[src/rtl/vga_out_stage.sv]
// vga_out_stage: VGA raster timing generator and 3-3-2 to 4-4-4 colour output stage
// Ports:
//   clk, reset            pixel clock, synchronous active-high reset
//   RGBIn[7:0]            colour from the objects mux {R[2:0],G[2:0],B[1:0]}
//   pixelX/pixelY[10:0]   raw horizontal/vertical counters
//   startOfFrame          high while the counters sit at (0,0)
//   frameCount[7:0]       frames completed since reset
//   red/green/blue[3:0]   DAC colour, zero while blanked
//   hSyncN/vSyncN/blank   active-low syncs and blanking, aligned with the colour
module vga_out_stage #(
  parameter int H_ACTIVE   = 640,
  parameter int H_FP       = 16,
  parameter int H_SYNC     = 96,
  parameter int H_BP       = 48,
  parameter int V_ACTIVE   = 480,
  parameter int V_FP       = 10,
  parameter int V_SYNC     = 2,
  parameter int V_BP       = 33,
  parameter int PIPE_DELAY = 2
) (
  input  logic        clk,
  input  logic        reset,
  input  logic [7:0]  RGBIn,
  output logic [10:0] pixelX,
  output logic [10:0] pixelY,
  output logic        startOfFrame,
  output logic [7:0]  frameCount,
  output logic [3:0]  red,
  output logic [3:0]  green,
  output logic [3:0]  blue,
  output logic        hSyncN,
  output logic        vSyncN,
  output logic        blank
);
  localparam logic [10:0] HA  = 11'(H_ACTIVE);
  localparam logic [10:0] HSS = 11'(H_ACTIVE + H_FP);
  localparam logic [10:0] HSE = 11'(H_ACTIVE + H_FP + H_SYNC);
  localparam logic [10:0] HT  = 11'(H_ACTIVE + H_FP + H_SYNC + H_BP);
  localparam logic [10:0] VA  = 11'(V_ACTIVE);
  localparam logic [10:0] VSS = 11'(V_ACTIVE + V_FP);
  localparam logic [10:0] VSE = 11'(V_ACTIVE + V_FP + V_SYNC);
  localparam logic [10:0] VT  = 11'(V_ACTIVE + V_FP + V_SYNC + V_BP);
  logic [10:0] hcnt_q, hcnt_d, vcnt_q, vcnt_d;
  logic [7:0]  frame_q, frame_d;
  logic        h_wrap, v_wrap;
  // each delay stage holds {act, hs, vs}; the last stage lines up with RGBIn
  logic [2:0]  dly_q [PIPE_DELAY];
  logic [2:0]  raw, tap;
  logic [3:0]  red_q, red_d, green_q, green_d, blue_q, blue_d;
  logic        hsync_q, vsync_q, blank_q;
  always_comb begin
    h_wrap  = hcnt_q == HT - 11'd1;
    v_wrap  = vcnt_q == VT - 11'd1;
    hcnt_d  = h_wrap ? '0 : hcnt_q + 11'd1;
    vcnt_d  = h_wrap ? (v_wrap ? '0 : vcnt_q + 11'd1) : vcnt_q;
    frame_d = (h_wrap && v_wrap) ? frame_q + 8'd1 : frame_q;
    raw     = {hcnt_q < HA && vcnt_q < VA,
               !(hcnt_q >= HSS && hcnt_q < HSE),
               !(vcnt_q >= VSS && vcnt_q < VSE)};
    tap     = dly_q[PIPE_DELAY-1];
    red_d   = tap[2] ? {RGBIn[7:5], RGBIn[7]} : 4'd0;
    green_d = tap[2] ? {RGBIn[4:2], RGBIn[4]} : 4'd0;
    blue_d  = tap[2] ? {RGBIn[1:0], RGBIn[1:0]} : 4'd0;
  end
  always_ff @(posedge clk) begin
    if (reset) begin
      hcnt_q  <= '0;
      vcnt_q  <= '0;
      frame_q <= '0;
      for (int i = 0; i < PIPE_DELAY; i++) dly_q[i] <= 3'b011;
      red_q   <= '0;
      green_q <= '0;
      blue_q  <= '0;
      hsync_q <= 1'b1;
      vsync_q <= 1'b1;
      blank_q <= 1'b1;
    end else begin
      hcnt_q  <= hcnt_d;
      vcnt_q  <= vcnt_d;
      frame_q <= frame_d;
      dly_q[0] <= raw;
      for (int i = 1; i < PIPE_DELAY; i++) dly_q[i] <= dly_q[i-1];
      red_q   <= red_d;
      green_q <= green_d;
      blue_q  <= blue_d;
      hsync_q <= tap[1];
      vsync_q <= tap[0];
      blank_q <= !tap[2];
    end
  end
  assign pixelX       = hcnt_q;
  assign pixelY       = vcnt_q;
  assign startOfFrame = hcnt_q == 11'd0 && vcnt_q == 11'd0;
  assign frameCount   = frame_q;
  assign red          = red_q;
  assign green        = green_q;
  assign blue         = blue_q;
  assign hSyncN       = hsync_q;
  assign vSyncN       = vsync_q;
  assign blank        = blank_q;
endmodule

[config.mk]
export PLATFORM = sky130hd
export DESIGN_NAME = vga_out_stage
export DESIGN_NICKNAME = d
export VERILOG_FILES = /design/src/rtl/vga_out_stage.sv
export SDC_FILE = /design/constraint.sdc
export NUM_CORES = 1
export LEC_CHECK = 0
export ABC_AREA = 1
export ABC_CLOCK_PERIOD_IN_PS = 3900
export CAP_MARGIN = 40
export CORE_MARGIN = 1
export CORE_UTILIZATION = 53
export DETAILED_ROUTE_END_ITERATION = 12
export PLACE_DENSITY = 0.85
export SLEW_MARGIN = 20
export SYNTH_ARGS = -nofsm -noshare
export SYNTH_HDL_FRONTEND = slang
export SYNTH_SLANG_ARGS = --single-unit
[constraint.sdc]
create_clock -name clk -period 3.9 [get_ports clk]
set_clock_uncertainty 0.2 [all_clocks]
set_input_delay 0.585 -clock clk [delete_from_list [all_inputs] [get_ports clk]]
set_output_delay 0.585 -clock clk [all_outputs]
set_load 0.005 [all_outputs]
==> flow_metrics.tcl, run 1 <==
set metrics [dict create \
    status "finished clean" \
    port_buffers 55 \
    syn_inst 323 \
    reg2reg_from "pixelX[0]" \
    cp-start-kind "flop" \
    r2r_slack_ps 2000 \
    area_delta_synth_final_pct 30.7 \
    drive_gt1_share_pct 6.58 \
    cts_max_level 2 \
    finalWorstSetupSlack_ps 1170 \
    path_class "flop to output port" \
    routed_via_density 5.15 \
    max_freq_mhz 367 \
    cts-root-buf "clkbuf_8" \
    fillers 344 \
    grt.overflow.total 0 \
    start_util_pct 55.8 \
    synth.distinct_cells 25 \
    clockPowerShare_pct 40.7 \
    die_area_sq_mm 0.00451 \
    syn_area_per_cell_sq_um 6.96 \
    syn_nets 338 \
    power.internal_mw 0.707 \
    io_pins 56 \
    drt-pass1-iter-count 4 \
    hold_viol 0 \
    final_cell_mix "69 x nand2_1, 55 x clkdlybuf4s50_1, 49 x inv_1, 47 x dfxtp_1, 44 x nor2_1" \
    fin_nets 394 \
    end_kind "output port" \
    switching_share_pct 22.0 \
    clk_latency_ps 310 \
    clk_pin_slew_ps 90 \
    drc 0 \
    arrival_ps 1940 \
    drtIter0Drc 146 \
    synth_area_sq_mm 0.00225 \
    grt_max_degree 24 \
    setup_tns_ps 0 \
    antenna_left 0 \
    place_ws_ps 1520 \
    min_period_ps 2730 \
    power.switching_mw 0.199 \
    startpoint "pixelY[0]" \
    leakage_nw 1.23 \
    rsz0062_at_grt "no" \
    grt.total_usage_pct 24.5 \
    finalCritPeriodShare_pct 69.9 \
    grt_pass1_wl_mm 8.40 \
    clk_path_buf_depth 2 \
    maxSlewHeadroom_pct 77.5 \
    clock_sinks 47 \
    rows 23 \
    worstHoldStart "dly_q[0][2]" \
    cts_resized 0 \
    setup_viol 0 \
    tritoncts "done" \
    coreArea_sq_mm 0.00403 \
    yosys_warnings 0 \
    routed_wl_mm 5.10 \
    die_h_microns 67.1 \
    comb_power_share_pct 5.2 \
    antenna_found_initial 0 \
    crit_fanout 5 \
    maxCapViolations 0 \
    ys_seq_area_share_pct 41.8 \
    vdd_drop_max_mv 0.210 \
    ctsHoldBuffers 0 \
    place_hpwl_mm 3.69 \
    wl_per_cell_microns 11.9 \
    min_path_type "flop to flop" \
    vias 2213 \
    cts_made_buffers 5 \
    placed_area_sq_mm 0.00282 \
    gp_congestion 0.945 \
    grt_pass1_vias 1951 \
    p_seq_share_pct 54.1 \
    die_w_microns 67.1 \
    fin_area_sq_mm 0.00294 \
    cp.required_ps 3120 \
    final_common_cell "nand2_1" \
    power_density_mw_per_mm2 308 \
    slew_viol_final 0 \
    cts_setup_buffers 0 \
    yosys_register_bits 47 \
    antenna_cells 0 \
    tightest_slew_ps 336 \
]
area by class of cell:
| class | count | area, sq um | share of cell area [%] |
|---|---|---|---|
| multi-input combinational | 216 | 1060 | 36.2 |
| inverter | 53 | 199 | 6.77 |
| clock buffer | 5 | 68.8 | 2.34 |
| clock inverter | 3 | 46.3 | 1.58 |
| timing repair buffer | 56 | 558 | 19.0 |
| sequential | 47 | 941 | 32.0 |
| tap | 50 | 62.6 | 2.13 |
worst paths after layout:
path                         to  cells after the start
setup / recovery   startOfFrame                      7
hold / removal      dly_q[0][5]                      2
setup reg to reg  frameCount[4]                      8
hold reg to reg     dly_q[0][5]                      2
through the flow:
stage	hold slack [ps]	power, mW	instances	utilization (%)
6_report	208	0.906	430	73.0
5_1_grt	231	0.942	430	73.0
4_1_cts	210	0.914	430	73.0
3_5_place_dp	192	0.549	422	70.1
3_3_place_gp	190	0.548	422	70.1
2_1_floorplan	188	0.521	323	-
flip-flops by register name (all words and copies together), names as in the netlist, 2 cells and up:
| name | cells |
|---|---|
| pixelX | 11 |
| pixelY | 11 |
| green | 3 |
| red | 3 |
| dly_q | 6 |
| frameCount | 8 |
| blue | 2 |
cell usage after synthesis:
cell type	instances	area [sq um]
a21oi_1	22	110
buf_4	5	37.5
clkbuf_1	2	7.51
dfxtp_1	47	941
ha_1	5	62.6
inv_1	49	184
inv_2	4	15.0
nand2_1	69	259
nand2_2	3	18.8
nand3_1	27	135
nand3_2	1	10.0
nand3_4	1	17.5
nand3b_1	2	15.0
nand4_1	9	56.3
nor2_1	44	165
nor2_2	1	6.26
nor2_8	1	20.0
nor3_1	11	55.1
nor3b_1	1	7.51
nor4_1	3	18.8
o21a_1	1	7.51
o21ai_0	5	25.0
o21bai_1	1	7.51
or2_2	5	31.3
xor2_1	4	35.0
power by group through the flow:
| stage | sequential (mW) | combinational (mW) | clock [mW] |
|---|---|---|---|
| 6_report | 0.490 | 0.0475 | 0.368 |
| 5_1_grt | 0.491 | 0.0526 | 0.398 |
| 4_1_cts | 0.490 | 0.0480 | 0.376 |
| 3_5_place_dp | 0.501 | 0.0474 | 0 |
| 3_3_place_gp | 0.501 | 0.0473 | 0 |
| 2_1_floorplan | 0.501 | 0.0192 | 0 |
routing by layer:
layer | routed length, microns | vias to the layer above | GRT usage [%] | part of all wire, %
met5 | 0 | - | 0 | 0
met4 | 85 | 0 | 10.6 | 1.7
met3 | 328 | 12 | 6.76 | 6.4
met2 | 2460 | 70 | 40.8 | 48
met1 | 2220 | 997 | 29.3 | 44
li1 | - | 1134 | - | -
worst max-delay path, stage by stage (launching register included):
cell and delay, ps:
dfxtp_1 360, inv_1 90, ha_1 190, nand2_1 60
nor3_1 130, nand3_1 90, nor3_1 180, clkdlybuf4s50_1 540
kinds of logic after synthesis:
kind of cell               share of synthesized area (%)
and+or+nand+nor                                     36.3
DFF                                                 41.8
adders and majority gates                           2.78
xor gates and xnor gates                            1.56
AOI/OAI and AO/OA                                   6.68
buffers and inverters                               10.9
Note: power is estimated with default switching activity, not from simulation.
==> run 2, diff against run 1 <==
ABC_CLOCK_PERIOD_IN_PS = 2700   (was 3900)
CORE_UTILIZATION = 49   (was 53)
PLACE_DENSITY = 0.8   (was 0.85)
clock period = 2.7 ns   (was 3.9 ns; I/O delays follow)
==> flow_metrics.tcl, run 2 (synthesis results as in run 1) <==
set metrics [dict create \
    status "finished clean" \
    finalCritPeriodShare_pct 93.2 \
    tritoncts "done" \
    hold_viol 0 \
    die_area_sq_mm 0.00486 \
    cts_resized 0 \
    worstHoldStart "dly_q[0][2]" \
    grt_pass1_wl_mm 8.52 \
    rsz0062_at_grt "no" \
    cts_max_level 2 \
    antenna_found_initial 0 \
    drive_gt1_share_pct 7.11 \
    min_path_type "flop to flop" \
    reg2reg_to "frameCount[1]" \
    drtIter0Drc 96 \
    arrival_ps 1910 \
    slew_viol_final 0 \
    whs_endpoint "dly_q[0][5]" \
    whs_ps 211 \
    antenna_left 0 \
    grt.total_usage_pct 21.7 \
    end_kind "output port" \
    cts-root-buf "clkbuf_8" \
    fin_area_sq_mm 0.00295 \
    cp-start-kind "flop" \
    drt-met1-wl_mm 2.46 \
    instances_no_fill 432 \
    r2r_cells 8 \
    start_util_pct 51.3 \
    cts_setup_buffers 0 \
    area_delta_synth_final_pct 31.3 \
    crit_fanout 4 \
    leakage_nw 1.24 \
    routed_via_density 5.16 \
    coreArea_sq_mm 0.00438 \
    final_cell_mix "69 x nand2_1, 55 x clkdlybuf4s50_1, 49 x inv_1, 47 x dfxtp_1, 44 x nor2_1" \
    grt.overflow.total 0 \
    vias 2229 \
    r2r_slack_ps 800 \
    setup_tns_ps 0 \
    die_w_microns 69.7 \
    die_h_microns 69.7 \
    route.met3.wl_microns 244 \
    cp.required_ps 2100 \
    gp_congestion 0.968 \
    final_common_cell "nand2_1" \
    grt_max_degree 24 \
    cts_made_buffers 5 \
    grt_pass1_vias 1986 \
    met2RoutedLength_mm 2.28 \
    postLayoutCoreUtil_pct 67.4 \
    rows 24 \
    clk_pin_slew_ps 90 \
    reg2reg_from "pixelX[0]" \
    routed_wl_mm 5.12 \
    io_pins 56 \
    vdd_drop_max_mv 0.329 \
    holdPathStages 2 \
    clock_sinks 47 \
    drt-pass1-iter-count 4 \
    path_class "flop to output port" \
    drc 0 \
    max_freq_mhz 397 \
    placed_area_sq_mm 0.00283 \
    clk_path_buf_depth 2 \
    top_layer_used "met4" \
    min_period_ps 2520 \
    tightest_slew_ps 330 \
    maxCapViolations 0 \
    port_buffers 55 \
    antenna_cells 0 \
    ctsHoldBuffers 0 \
    maxSlewHeadroom_pct 77.9 \
    clk_latency_ps 300 \
    wl_per_cell_microns 11.9 \
    fin_nets 394 \
    dp.cells 424 \
    place_hpwl_mm 3.69 \
    power_density_mw_per_mm2 444 \
    setup_viol 0 \
]
==> run 2: changes by cell type in the layout (fill, tap and decap cells not counted), sizes merged <==
cell	change
clkinv	+1
clkinvlp	-1
==> run 2: final cells by class <==
type,instances,area (sq um)
fill,396,1430
inverter,53,199
tap,52,65.1
clock buffer,5,68.8
timing repair buffer,56,558
clock inverter,3,47.5
multi-input combinational,216,1070
sequential,47,941
==> run 2: worst max-delay path by stage <==
stage	startpoint	endpoint	cells after the start	slack, ps
2_1_floorplan	pixelX[0]	frameCount[2]	8	1060
3_3_place_gp	pixelY[1]	startOfFrame	7	540
3_5_place_dp	pixelY[1]	startOfFrame	7	480
4_1_cts	pixelY[1]	startOfFrame	7	120
5_1_grt	pixelY[1]	startOfFrame	7	50
6_report	pixelY[1]	startOfFrame	7	180
==> run 2: routing by layer <==
| layer | track usage (%) | vias up |
|---|---|---|
| li1 | - | 1128 |
| met1 | 28.1 | 1026 |
| met2 | 34.8 | 62 |
| met3 | 4.51 | 13 |
| met4 | 9.33 | 0 |
| met5 | 0 | - |
==> run 2: worst max-delay path: stages (launching register included) <==
cell and delay [ps]:
dfxtp_1 350, inv_1 100, ha_1 200, nand2_1 80, nor3_2 110, nand3_1 110, nor3_2 140, clkdlybuf4s50_1 520
==> run 2: stage by stage <==
step / setup slack, ps / power, mW
6_report: 182 / 1.31
5_1_grt: 48.3 / 1.37
4_1_cts: 120 / 1.32
3_5_place_dp: 478 / 0.793
3_3_place_gp: 541 / 0.792
2_1_floorplan: 1060 / 0.752
==> run 2: where the power goes <==
part	internal [mW]	total, mW	leakage, nW	switching (mW)
Sequential	0.702	0.708	0.381	0.00626
Combinational	0.0404	0.0703	0.804	0.0299
Clock	0.281	0.533	0.0587	0.252
